$ cat config.mk
export PLATFORM = sky130hd
export DESIGN_NAME = if_id_skid_register
export DESIGN_NICKNAME = d
export VERILOG_FILES = /design/src/rtl/if_id_skid_register.sv
export SDC_FILE = /design/constraint.sdc
export NUM_CORES = 1
export LEC_CHECK = 0
export ABC_AREA = 1
export BUFFER_PORTS_ARGS = -buffer_cell sky130_fd_sc_hd__buf_2
export CAP_MARGIN = 20
export CELL_PAD_IN_SITES_DETAIL_PLACEMENT = 1
export CELL_PAD_IN_SITES_GLOBAL_PLACEMENT = 1
export CORE_MARGIN = 1.5
export CORE_UTILIZATION = 40
export CTS_BUF_LIST = sky130_fd_sc_hd__clkbuf_2
export CTS_CLUSTER_DIAMETER = 200
export DETAILED_ROUTE_END_ITERATION = 10
export GPL_TIMING_DRIVEN = 0
export PLACE_DENSITY = 0.9
export SETUP_SLACK_MARGIN = 0.05
export SYNTH_ARGS = -nofsm -noshare
export SYNTH_HDL_FRONTEND = slang
export SYNTH_SLANG_ARGS = --single-unit
export TNS_END_PERCENT = 50
$ cat constraint.sdc
create_clock -name CLK -period 9.1 [get_ports CLK]
set_input_delay 1.82 -clock CLK [delete_from_list [all_inputs] [get_ports CLK]]
set_output_delay 1.82 -clock CLK [all_outputs]
set_load 0.005 [all_outputs]
$ cat src/rtl/if_id_skid_register.sv
// IF/ID boundary: 2-entry skid buffer (output + skid register) with valid/ready handshake and flush.
// Optional IFID_PERF_COUNTERS_EN adds saturating bubble and flush counters.
module if_id_skid_register #(
    parameter int unsigned XLEN      = 32,
    parameter logic [31:0] NOP_INSTR = 32'h00000013
) (
    input  logic            CLK,
    input  logic            RST,
    input  logic [XLEN-1:0] IF_PC,
    input  logic [XLEN-1:0] IF_PC_PLUS4,
    input  logic [31:0]     IF_INSTRUCTION,
    input  logic            IF_VALID,
    output logic            IF_READY,
    input  logic            ID_READY,
    input  logic            FLUSH,
    output logic            ID_VALID,
    output logic [XLEN-1:0] ID_PC,
    output logic [XLEN-1:0] ID_PC_PLUS4,
`ifdef IFID_PERF_COUNTERS_EN
    output logic [31:0]     ID_INSTRUCTION,
    output logic [31:0]     BUBBLE_COUNT,
    output logic [31:0]     FLUSH_COUNT
`else
    output logic [31:0]     ID_INSTRUCTION
`endif
);

    logic            out_valid_q, out_valid_d;
    logic [XLEN-1:0] out_pc_q, out_pc_d;
    logic [XLEN-1:0] out_pc4_q, out_pc4_d;
    logic [31:0]     out_instr_q, out_instr_d;

    logic            skid_valid_q, skid_valid_d;
    logic [XLEN-1:0] skid_pc_q, skid_pc_d;
    logic [XLEN-1:0] skid_pc4_q, skid_pc4_d;
    logic [31:0]     skid_instr_q, skid_instr_d;

    logic            if_ready_q, if_ready_d;
    logic            accept;
    logic            consume;

    assign accept  = IF_VALID & if_ready_q;
    assign consume = out_valid_q & ID_READY;

    always_comb begin
        out_valid_d  = out_valid_q;
        out_pc_d     = out_pc_q;
        out_pc4_d    = out_pc4_q;
        out_instr_d  = out_instr_q;
        skid_valid_d = skid_valid_q;
        skid_pc_d    = skid_pc_q;
        skid_pc4_d   = skid_pc4_q;
        skid_instr_d = skid_instr_q;

        if (FLUSH) begin
            // Kill valid bits only; data registers keep their last contents.
            out_valid_d  = 1'b0;
            skid_valid_d = 1'b0;
        end else if (consume || !out_valid_q) begin
            if (skid_valid_q) begin
                // Skid is only occupied while IF_READY=0, so no accept can race this move.
                out_valid_d  = 1'b1;
                out_pc_d     = skid_pc_q;
                out_pc4_d    = skid_pc4_q;
                out_instr_d  = skid_instr_q;
                skid_valid_d = 1'b0;
            end else if (accept) begin
                out_valid_d = 1'b1;
                out_pc_d    = IF_PC;
                out_pc4_d   = IF_PC_PLUS4;
                out_instr_d = IF_INSTRUCTION;
            end else begin
                out_valid_d = 1'b0;
            end
        end else if (accept) begin
            skid_valid_d = 1'b1;
            skid_pc_d    = IF_PC;
            skid_pc4_d   = IF_PC_PLUS4;
            skid_instr_d = IF_INSTRUCTION;
        end

        if_ready_d = ~skid_valid_d;
    end

    always_ff @(posedge CLK or posedge RST) begin
        if (RST) begin
            out_valid_q  <= 1'b0;
            out_pc_q     <= '0;
            out_pc4_q    <= '0;
            out_instr_q  <= '0;
            skid_valid_q <= 1'b0;
            skid_pc_q    <= '0;
            skid_pc4_q   <= '0;
            skid_instr_q <= '0;
            if_ready_q   <= 1'b1;
        end else begin
            out_valid_q  <= out_valid_d;
            out_pc_q     <= out_pc_d;
            out_pc4_q    <= out_pc4_d;
            out_instr_q  <= out_instr_d;
            skid_valid_q <= skid_valid_d;
            skid_pc_q    <= skid_pc_d;
            skid_pc4_q   <= skid_pc4_d;
            skid_instr_q <= skid_instr_d;
            if_ready_q   <= if_ready_d;
        end
    end

    assign IF_READY       = if_ready_q;
    assign ID_VALID       = out_valid_q;
    assign ID_PC          = out_pc_q;
    assign ID_PC_PLUS4    = out_pc4_q;
    assign ID_INSTRUCTION = out_valid_q ? out_instr_q : NOP_INSTR;

`ifdef IFID_PERF_COUNTERS_EN
    logic [31:0] bubble_count_q, bubble_count_d;
    logic [31:0] flush_count_q, flush_count_d;

    always_comb begin
        bubble_count_d = bubble_count_q;
        flush_count_d  = flush_count_q;
        if (!out_valid_q && (bubble_count_q != 32'hFFFF_FFFF)) begin
            bubble_count_d = bubble_count_q + 32'd1;
        end
        if (FLUSH && (flush_count_q != 32'hFFFF_FFFF)) begin
            flush_count_d = flush_count_q + 32'd1;
        end
    end

    always_ff @(posedge CLK or posedge RST) begin
        if (RST) begin
            bubble_count_q <= '0;
            flush_count_q  <= '0;
        end else begin
            bubble_count_q <= bubble_count_d;
            flush_count_q  <= flush_count_d;
        end
    end

    assign BUBBLE_COUNT = bubble_count_q;
    assign FLUSH_COUNT  = flush_count_q;
`else
`endif

endmodule

==> impl_metrics.py, run 1 <==
metrics = {
    "outcome": {
        "outcome": "completed",
    },
    "floorplan": {
        "chipHeight_um": 154,
        "top_level_ports": 199,
        "core_um2": 22000,
        "die_x_um": 154,
        "die-area_um2": 23600,
        "start_util_pct": 41.2,
        "fp-row-count": 54,
    },
    "placement": {
        "hpwl_um": 20100,
        "portBuffers": 198,
        "dpl_cell_area_um2": 10400,
        "gp_congestion": 0.796,
        "place_inst": 1700,
    },
    "yosys": {
        "netlist_top_cells_area": "dfrtp_1, nand2_1, nand3_1",
        "syn_area_um2": 9070,
        "synth_top_area_share_pct": 53.5,
        "synth_largest_area_cell": "dfrtp_1",
        "synth-seq-area-share_pct": 53.8,
        "netlist_instances": 1221,
        "avgSynthCellArea_um2": 7.43,
        "synth_cell_type_count": 17,
        "synth-seq-cells": 195,
        "syn_nets": 1322,
        "yosysWarnings": 0,
    },
    "pwr": {
        "combPwrFrac_pct": 20.3,
        "seqPwrFrac_pct": 56.9,
        "switchingPower_w": 0.000664,
        "p_leak_nw": 6.43,
        "clockPowerShare_pct": 22.8,
        "power_density_nw_per_um2": 189,
        "peakVddDrop_mv": 0.0875,
        "p_sw_share_pct": 32.7,
        "p_int_w": 0.00136,
        "power_w": 0.00203,
    },
    "finish": {
        "fill_cells": 2908,
        "syn2layout_area_growth_pct": 18.0,
        "final_area_um2": 10700,
        "final_cell_mix": "nand2_1, buf_2, dfrtp_1, nand3_1, clkbuf_1",
        "final_common_cell": "nand2_1",
        "final_util_pct": 48.6,
        "final_nets": 1540,
        "finalNonFillerCells": 1734,
        "drive_gt1_share_pct": 19.4,
    },
    "route": {
        "vias": 8590,
        "avgRoutedWirePerCell_um": 16.0,
        "drtIter0Drc": 400,
        "drc": 0,
        "detail-route-antenna-nets": 0,
        "wirelength_um": 27800,
        "first_pass_iters": 5,
        "avgViaCountPerCell": 4.95,
    },
    "clock_network": {
        "cts_tree": "yes",
        "ctsHtreeMaxLevel": 4,
        "numCtsBuffers": 17,
        "postCtsSetupRepairBufs": 0,
        "cts_hold_buf": 0,
        "clk_latency_ps": 760,
        "cts_buffer_depth": 2,
        "path_clk_slew_ps": 240,
        "cts-root-buf": "clkbuf_2",
        "ctsResizeCount": 0,
        "cts.sinks": 195,
    },
    "sta": {
        "rsz0062_at_grt": "no",
        "setup_tns_ps": 0,
        "worstMarginPinSlew_ps": 681,
        "max_freq_mhz": 238,
        "relSlewSlack_pct": 54.6,
        "min_period_ps": 4210,
        "finalSetupViolations": 0,
        "slew_violations": 0,
        "final-hold-violation-count": 0,
        "skew_ps": 35.7,
        "fin_crit_sh_pct": 46.3,
    },
    "worst_setup_path": {
        "critPathLaunchType": "flip-flop",
        "critPathCaptureType": "output pin",
        "required_ps": 7280,
        "critical_path_class": "flip-flop to output pin",
        "worstPathArrival_ps": 2390,
        "worstPathMaxFanout": 10,
    },
    "grt": {
        "grtUsageTotal_pct": 24.3,
        "grt_overflow": 0,
        "antenna_found_initial": 3,
        "grt_pass1_vias": 8940,
        "grt_pass1_wl_um": 45600,
        "grt_max_degree": 115,
    },
    "min_path": {
        "hold_class": "flip-flop to flip-flop",
    },
    "run": {
        "maxCapViolCount": 0,
    },
}
[cell families (layout without fill, tap and decap cells)]
group / after synthesis / after routing / share of synthesized area (%)
AND/OR/NAND/NOR: 904 / 904 / 40.3
flip-flops: 195 / 195 / 53.8
buffers and inverters: 120 / 351 / 5.70
AO/OA/AOI/OAI: 2 / 2 / 0.152
other: 0 / 2 / 0
[per-stage QoR]
stage          hold slack [ps]  setup slack, ps
6_report                   503             4890
4_1_cts                    508             4820
3_5_place_dp               455             5680
5_1_grt                    525             4660
2_1_floorplan              434             1970
3_3_place_gp               446             -443
[cells in the mapped netlist, drive strengths merged]
| cell type | number |
|---|---|
| nor2 | 2 |
| dfstp | 1 |
| inv | 36 |
| clkbuf | 38 |
| a21oi | 1 |
| dfrtp | 194 |
| o21ai | 1 |
| nand2 | 705 |
| buf | 46 |
| or2 | 3 |
| nand3 | 194 |
[metal layers]
layer	vias to the layer above	global-route usage (%)	part of all wire (%)
met2	187	42.0	49
met3	23	5.02	4.9
met1	4165	31.2	44
li1	4213	-	-
met5	-	0	0.047
met4	2	6.33	1.5
[layout make-up]
class | count | area (um2) | share of cell area, %
clock inverters | 14 | 160 | 1.50
multi-input cells | 906 | 3670 | 34.3
plain buffers | 84 | 382 | 3.57
clock buffers | 18 | 90.1 | 0.842
repair buffers | 199 | 1020 | 9.52
well taps | 280 | 350 | 3.27
flip-flops and latches | 195 | 4880 | 45.6
diodes | 2 | 5.00 | 0.0468
inverters | 36 | 143 | 1.33
[power groups by stage]
stage / sequential, W / combinational [W] / clock, W
finish: 0.00115 / 0.000412 / 0.000462
global route: 0.00118 / 0.000475 / 0.000506
CTS: 0.00115 / 0.000420 / 0.000475
detailed placement: 0.00117 / 0.000419 / 0
global placement: 0.00116 / 0.000394 / 0
floorplan: 0.00115 / 0.000238 / 0
[path summary, 6_finish.rpt]
kind                            cells past startpoint  slack (ps)      from                 end
worst max-delay path                                5        4890  ID_VALID  ID_INSTRUCTION[28]
worst min-delay path                                2         500  ID_PC[4]            ID_PC[4]
worst max register to register                      7        7030  IF_READY      skid_pc4_q[31]
worst min register to register                      2         500  ID_PC[4]            ID_PC[4]
max in group asynchronous                           3        6960       RST        skid_pc_q[2]
min in group asynchronous                           2        1090       RST     out_instr_q[14]
[critical path, cell delays in order, from the launching register on]
cell and delay (ps):
dfrtp_1 540, clkbuf_1 560, buf_2 320, nand2_1 80, inv_1 60, buf_2 100
[sequential cells by signal (all words and copies together), names as in the netlist]
| signal | count |
|---|---|
| ID_PC | 32 |
| skid_pc4_q | 32 |
| IF_READY | 1 |
| ID_PC_PLUS4 | 32 |
| skid_pc_q | 32 |
| ID_VALID | 1 |
| skid_instr_q | 32 |
| skid_valid_q | 1 |
| out_instr_q | 32 |
Note: power is estimated with default switching activity, not from simulation.
==> inputs of run 2 (changes only) <==
--- a/config.mk
+++ b/config.mk
@@ -11,12 +11,12 @@
 export CELL_PAD_IN_SITES_DETAIL_PLACEMENT = 1
 export CELL_PAD_IN_SITES_GLOBAL_PLACEMENT = 1
 export CORE_MARGIN = 1.5
-export CORE_UTILIZATION = 40
+export CORE_UTILIZATION = 37
 export CTS_BUF_LIST = sky130_fd_sc_hd__clkbuf_2
 export CTS_CLUSTER_DIAMETER = 200
 export DETAILED_ROUTE_END_ITERATION = 10
 export GPL_TIMING_DRIVEN = 0
-export PLACE_DENSITY = 0.9
+export PLACE_DENSITY = 0.87
 export SETUP_SLACK_MARGIN = 0.05
 export SYNTH_ARGS = -nofsm -noshare
 export SYNTH_HDL_FRONTEND = slang
==> constraint.sdc (replaced) <==
create_clock -name CLK -period 3.55 [get_ports CLK]
set_input_delay 0.71 -clock CLK [delete_from_list [all_inputs] [get_ports CLK]]
set_output_delay 0.71 -clock CLK [all_outputs]
set_load 0.005 [all_outputs]
==> run 2 against run 1 <==
  * Clock-buffer cell count fell by 1
  * Register-to-register slack got worse by 5500 ps
  * Critical path type unchanged
  * Cell count rose by 3.0%
  * Global-route usage fell by 1.3 points
  * Sequential cell count did not move
  * Via count rose by 1.0%
  * Highest routed layer unchanged
  * Sequential share of layout area fell by 0.71 points
  * Design area rose by 1.6%
  * Largest cell class unchanged
  * Total power rose to 2.6 times the previous value
==> impl_metrics.py, run 2 (synthesis results as in run 1) <==
metrics = {
    "grt": {
        "grt_overflow": 0,
        "grtUsageTotal_pct": 23.0,
        "grt_max_degree": 41,
        "grt_pass1_wl_um": 46700,
        "grt_pass1_vias": 9098,
        "antenna_found_initial": 8,
    },
    "worst_setup_path": {
        "reg2reg_depth": 7,
        "critical_path_class": "flip-flop to output pin",
        "worstPathMaxFanout": 10,
        "worstPathArrival_ps": 2400,
        "crit_slowest_cell": "dfrtp_1",
        "cpMostUsedCell": "buf_2",
        "max_stage_delay_ps": 560,
        "critPathCaptureType": "output pin",
        "critPathLaunchType": "flip-flop",
        "required_ps": 2840,
        "worstPathCellList": "clkbuf_1, buf_2, nand2_1, inv_1, buf_2",
    },
    "route": {
        "wirelength_um": 28700,
        "detail-route-antenna-nets": 0,
        "drc": 0,
        "drtIter0Drc": 395,
        "first_pass_iters": 6,
        "avgRoutedWirePerCell_um": 16.0,
        "avgViaCountPerCell": 4.86,
        "vias": 8680,
    },
    "sta": {
        "min_period_ps": 3110,
        "slew_violations": 0,
        "max_freq_mhz": 322,
        "relSlewSlack_pct": 58.0,
        "rsz0062_at_grt": "no",
        "worstMarginPinSlew_ps": 630,
        "finalSetupViolations": 0,
        "final-hold-violation-count": 0,
        "fin_crit_sh_pct": 87.6,
        "skew_ps": 50.0,
    },
    "clock_network": {
        "numCtsBuffers": 17,
        "cts.sinks": 195,
        "cts-root-buf": "clkbuf_2",
        "ctsHtreeMaxLevel": 4,
        "path_clk_slew_ps": 330,
        "cts_buffer_depth": 2,
        "postCtsSetupRepairBufs": 0,
        "clk_latency_ps": 790,
        "cts_tree": "yes",
    },
    "min_path": {
        "hold_class": "input pin to flip-flop",
        "min_path_cells": 3,
    },
    "finish": {
        "final_nets": 1545,
        "drive_gt1_share_pct": 19.9,
        "final_util_pct": 45.0,
        "final_common_cell": "nand2_1",
        "final_cell_mix": "nand2_1, buf_2, dfrtp_1, nand3_1, clkbuf_1",
        "syn2layout_area_growth_pct": 19.9,
        "final_area_um2": 10900,
        "fill_cells": 3174,
    },
    "floorplan": {
        "die-area_um2": 25500,
        "core_um2": 24200,
        "start_util_pct": 37.5,
        "die_x_um": 160,
        "chipHeight_um": 160,
        "fp-row-count": 57,
        "top_level_ports": 199,
    },
    "pwr": {
        "power_w": 0.00527,
        "p_leak_nw": 6.48,
        "power_density_nw_per_um2": 485,
        "peakVddDrop_mv": 0.218,
    },
    "placement": {
        "portBuffers": 198,
        "hpwl_um": 21000,
        "dpl_cell_area_um2": 10600,
        "gp_congestion": 0.771,
    },
    "run": {
        "maxCapViolCount": 0,
    },
    "outcome": {
        "outcome": "completed",
    },
}
[run 2: changes by cell type in the layout (fill, tap and decap cells not counted)]
| cell | before | now |
|---|---|---|
| buf_12 | 0 | 5 |
| clkinv_1 | 4 | 0 |
| diode_2 | 2 | 5 |
| inv_6 | 2 | 5 |
| clkinv_8 | 0 | 2 |
| buf_16 | 1 | 0 |
| bufinv_16 | 3 | 2 |
| clkbuf_2 | 18 | 17 |
| clkinv_2 | 1 | 0 |
| clkinv_4 | 2 | 3 |
| dlygate4sd3_1 | 0 | 1 |
| inv_8 | 1 | 2 |
[run 2: worst paths after layout]
kind	slack [ps]	from	to
max	440	ID_VALID	ID_INSTRUCTION[28]
min	120	IF_PC[23]	skid_pc_q[23]
max reg2reg	1490	IF_READY	skid_instr_q[3]
min reg2reg	510	ID_PC[3]	ID_PC[3]
max in group asynchronous	2190	RST	ID_PC[1]
min in group asynchronous	500	RST	out_instr_q[7]
[run 2: through the flow]
step           hold WS [ps]  setup TNS (ps)  setup slack (ps)  cells
3_5_place_dp            453               0              1220   1748
3_3_place_gp            447         -197250             -1030   1743
4_1_cts                28.7               0               352   1781
2_1_floorplan           434               0               322   1221
6_report                117               0               441   1786
5_1_grt                18.4               0               165   1784
[run 2: where the power goes]
part / total [W] / switching [W] / leakage (nW) / internal [W]
Combinational: 0.00107 / 0.000649 / 3.87 / 0.000418
Sequential: 0.00296 / 0.000266 / 2.44 / 0.00269
Clock: 0.00125 / 0.000884 / 0.160 / 0.000364
[run 2: final cells by class]
type                            instances  area, um2  area share [%]
Sequential cell                       195       4880            44.9
Multi-Input combinational cell        906       3670            33.8
Timing Repair Buffer                  204       1100            10.1
Tap cell                              324        405            3.73
Buffer                                 84        382            3.51
Clock inverter                         15        193            1.77
Inverter                               36        139            1.28
Clock buffer                           17       85.1           0.783
Antenna cell                            5       12.5           0.115
[run 2: metal layers]
metal	part of all wire, %	global-route usage (%)	wire length, um
met3	5.0	5.03	1430
met4	2.3	7.50	668
met5	0.091	0	26
met1	43	28.9	12200
met2	50	39.5	14300
[run 2: worst max-delay path: cells and delay by family, from the launching register on]
kind,cells,cell delay [ps]
DFF,1,560
and+or+nand+nor,1,70
buffers and inverters,4,990
[run 2: repair_timing]
item	4_1_cts	5_1_grt
hold buffers	1	0
setup endpoints to repair	0	0
endpoints found under the hold margin	19	0
resized for setup	0	0
==> inputs of run 3 (changes only) <==
--- a/config.mk
+++ b/config.mk
@@ -10,7 +10,7 @@
 export CAP_MARGIN = 20
 export CELL_PAD_IN_SITES_DETAIL_PLACEMENT = 1
 export CELL_PAD_IN_SITES_GLOBAL_PLACEMENT = 1
-export CORE_MARGIN = 1.5
+export CORE_MARGIN = 3
 export CORE_UTILIZATION = 37
 export CTS_BUF_LIST = sky130_fd_sc_hd__clkbuf_2
 export CTS_CLUSTER_DIAMETER = 200
==> run 3 against run 2 <==
  * Design area down 0.54%
  * Combinational power about the same
  * Clock skew up 13 ps
  * Via count down 0.15%
  * Total power down 3.6%
  * First-iteration DRC count down 0.76%
  * Register-to-register slack worse by 70 ps
  * Non-clock buffer count up 1
  * Wire length up 0.57%
  * Critical path type unchanged
  * Critical endpoint is now ID_INSTRUCTION[31]
==> impl_metrics.py, run 3 (synthesis results as in run 1) <==
metrics = {
    "sta": {
        "slew_violations": 0,
        "min_period_ps": 3040,
        "setup_ws_ps": 510,
        "max_freq_mhz": 329,
        "skew_ps": 62.8,
        "rsz0062_at_grt": "no",
        "final-hold-violation-count": 0,
        "worstMarginPinSlew_ps": 633,
        "relSlewSlack_pct": 57.7,
        "finalSetupViolations": 0,
        "fin_crit_sh_pct": 85.6,
    },
    "worst_setup_path": {
        "required_ps": 2840,
        "critPathLaunchType": "flip-flop",
        "critical_path_class": "flip-flop to output pin",
        "worstPathMaxFanout": 10,
        "worstPathArrival_ps": 2330,
        "critPathCaptureType": "output pin",
    },
    "clock_network": {
        "postCtsSetupRepairBufs": 0,
        "ctsHtreeMaxLevel": 4,
        "clk_latency_ps": 790,
        "cts-root-buf": "clkbuf_2",
        "cts_tree": "yes",
        "cts_buffer_depth": 2,
        "cts.sinks": 195,
        "path_clk_slew_ps": 330,
        "numCtsBuffers": 17,
    },
    "grt": {
        "grt_pass1_wl_um": 46400,
        "antenna_found_initial": 6,
        "grt_max_degree": 40,
        "grtUsageTotal_pct": 22.1,
        "grt_overflow": 0,
        "grt_pass1_vias": 8912,
    },
    "route": {
        "avgRoutedWirePerCell_um": 16.2,
        "first_pass_iters": 5,
        "drtIter0Drc": 392,
        "avgViaCountPerCell": 4.87,
        "vias": 8667,
        "drc": 0,
        "detail-route-antenna-nets": 0,
        "wirelength_um": 28800,
    },
    "placement": {
        "dpl_cell_area_um2": 10600,
        "gp_congestion": 0.807,
        "place_ws_ps": 1210,
        "hpwl_um": 21500,
        "portBuffers": 198,
    },
    "floorplan": {
        "top_level_ports": 199,
        "fp-row-count": 56,
        "core_um2": 23800,
        "die-area_um2": 26400,
        "die_x_um": 163,
        "start_util_pct": 38.2,
        "chipHeight_um": 163,
    },
    "finish": {
        "fill_cells": 3102,
        "syn2layout_area_growth_pct": 19.2,
        "final_area_um2": 10800,
        "final_cell_mix": "nand2_1, buf_2, dfrtp_1, nand3_1, clkbuf_1",
        "drive_gt1_share_pct": 20.0,
        "final_nets": 1546,
        "final_common_cell": "nand2_1",
    },
    "pwr": {
        "power_density_nw_per_um2": 470,
        "peakVddDrop_mv": 0.182,
        "p_leak_nw": 6.46,
    },
    "run": {
        "maxCapViolCount": 0,
    },
    "outcome": {
        "outcome": "completed",
    },
    "min_path": {
        "hold_class": "input pin to flip-flop",
    },
}
run 3: cell types whose count changed in the layout (fill, tap and decap cells not counted):
cell        previous run  this run
inv_8                  2         4
bufinv_16              2         0
clkinv_4               3         4
buf_12                 5         6
clkinv_2               0         2
clkinv_8               2         0
clkinvlp_4             2         3
diode_2                5         2
inv_6                  5         2
clkbuf_2              17        18
run 3: what timing repair did:
item | CTS | global route
resized for setup | 0 | 0
hold buffers | 1 | 0
hold endpoints to repair | 23 | 0
run 3: stage by stage:
stage / utilization [%] / std cells / hold slack (ps) / power, W / setup TNS (ps)
global placement: 44.1 / 1738 / 447 / 0.00399 / -197650
floorplan: - / 1221 / 434 / 0.00356 / 0
finish: 45.5 / 1779 / 127 / 0.00509 / 0
CTS: 45.5 / 1777 / 43.4 / 0.00515 / 0
detailed placement: 44.6 / 1744 / 453 / 0.00410 / 0
global route: 45.5 / 1779 / 32.0 / 0.00545 / 0
run 3: final timing paths:
path | startpoint | endpoint | slack [ps] | cells past startpoint
max | ID_VALID | ID_INSTRUCTION[31] | 510 | 5
min | IF_INSTRUCTION[16] | skid_instr_q[16] | 130 | 3
max reg2reg | IF_READY | skid_instr_q[3] | 1420 | 7
min reg2reg | ID_PC[11] | ID_PC[11] | 510 | 2
max in group asynchronous | RST | ID_PC[0] | 2020 | 6
min in group asynchronous | RST | ID_PC[13] | 510 | 3
run 3: report_power, final:
part	internal [W]	switching (W)
registers	0.00269	0.000272
logic	0.000420	0.000650
clock network	0.000214	0.000837
run 3: metal layers:
layer / wire length (um) / share of wire, % / track usage, %
met3: 1320 / 4.6 / 4.35
met4: 578 / 2.0 / 6.57
met1: 12700 / 44 / 28.6
met2: 14200 / 49 / 37.7
met5: 38 / 0.13 / 0
run 3: worst max-delay path, cell delays in order (launching register included):
cell      delay [ps]
dfrtp_1          550
clkbuf_1         490
buf_2            320
nand2_1           70
inv_1             60
buf_2            100
run 3: final cells by class:
class                           count  area [um2]  share of cell area [%]
Multi-Input combinational cell    906        3670                    34.0
Sequential cell                   195        4880                    45.1
Inverter                           36         139                    1.28
Clock inverter                     14         123                    1.13
Antenna cell                        2        5.00                  0.0463
Timing Repair Buffer              205        1120                    10.4
Tap cell                          319         399                    3.69
Buffer                             84         382                    3.53
Clock buffer                       18        90.1                   0.833
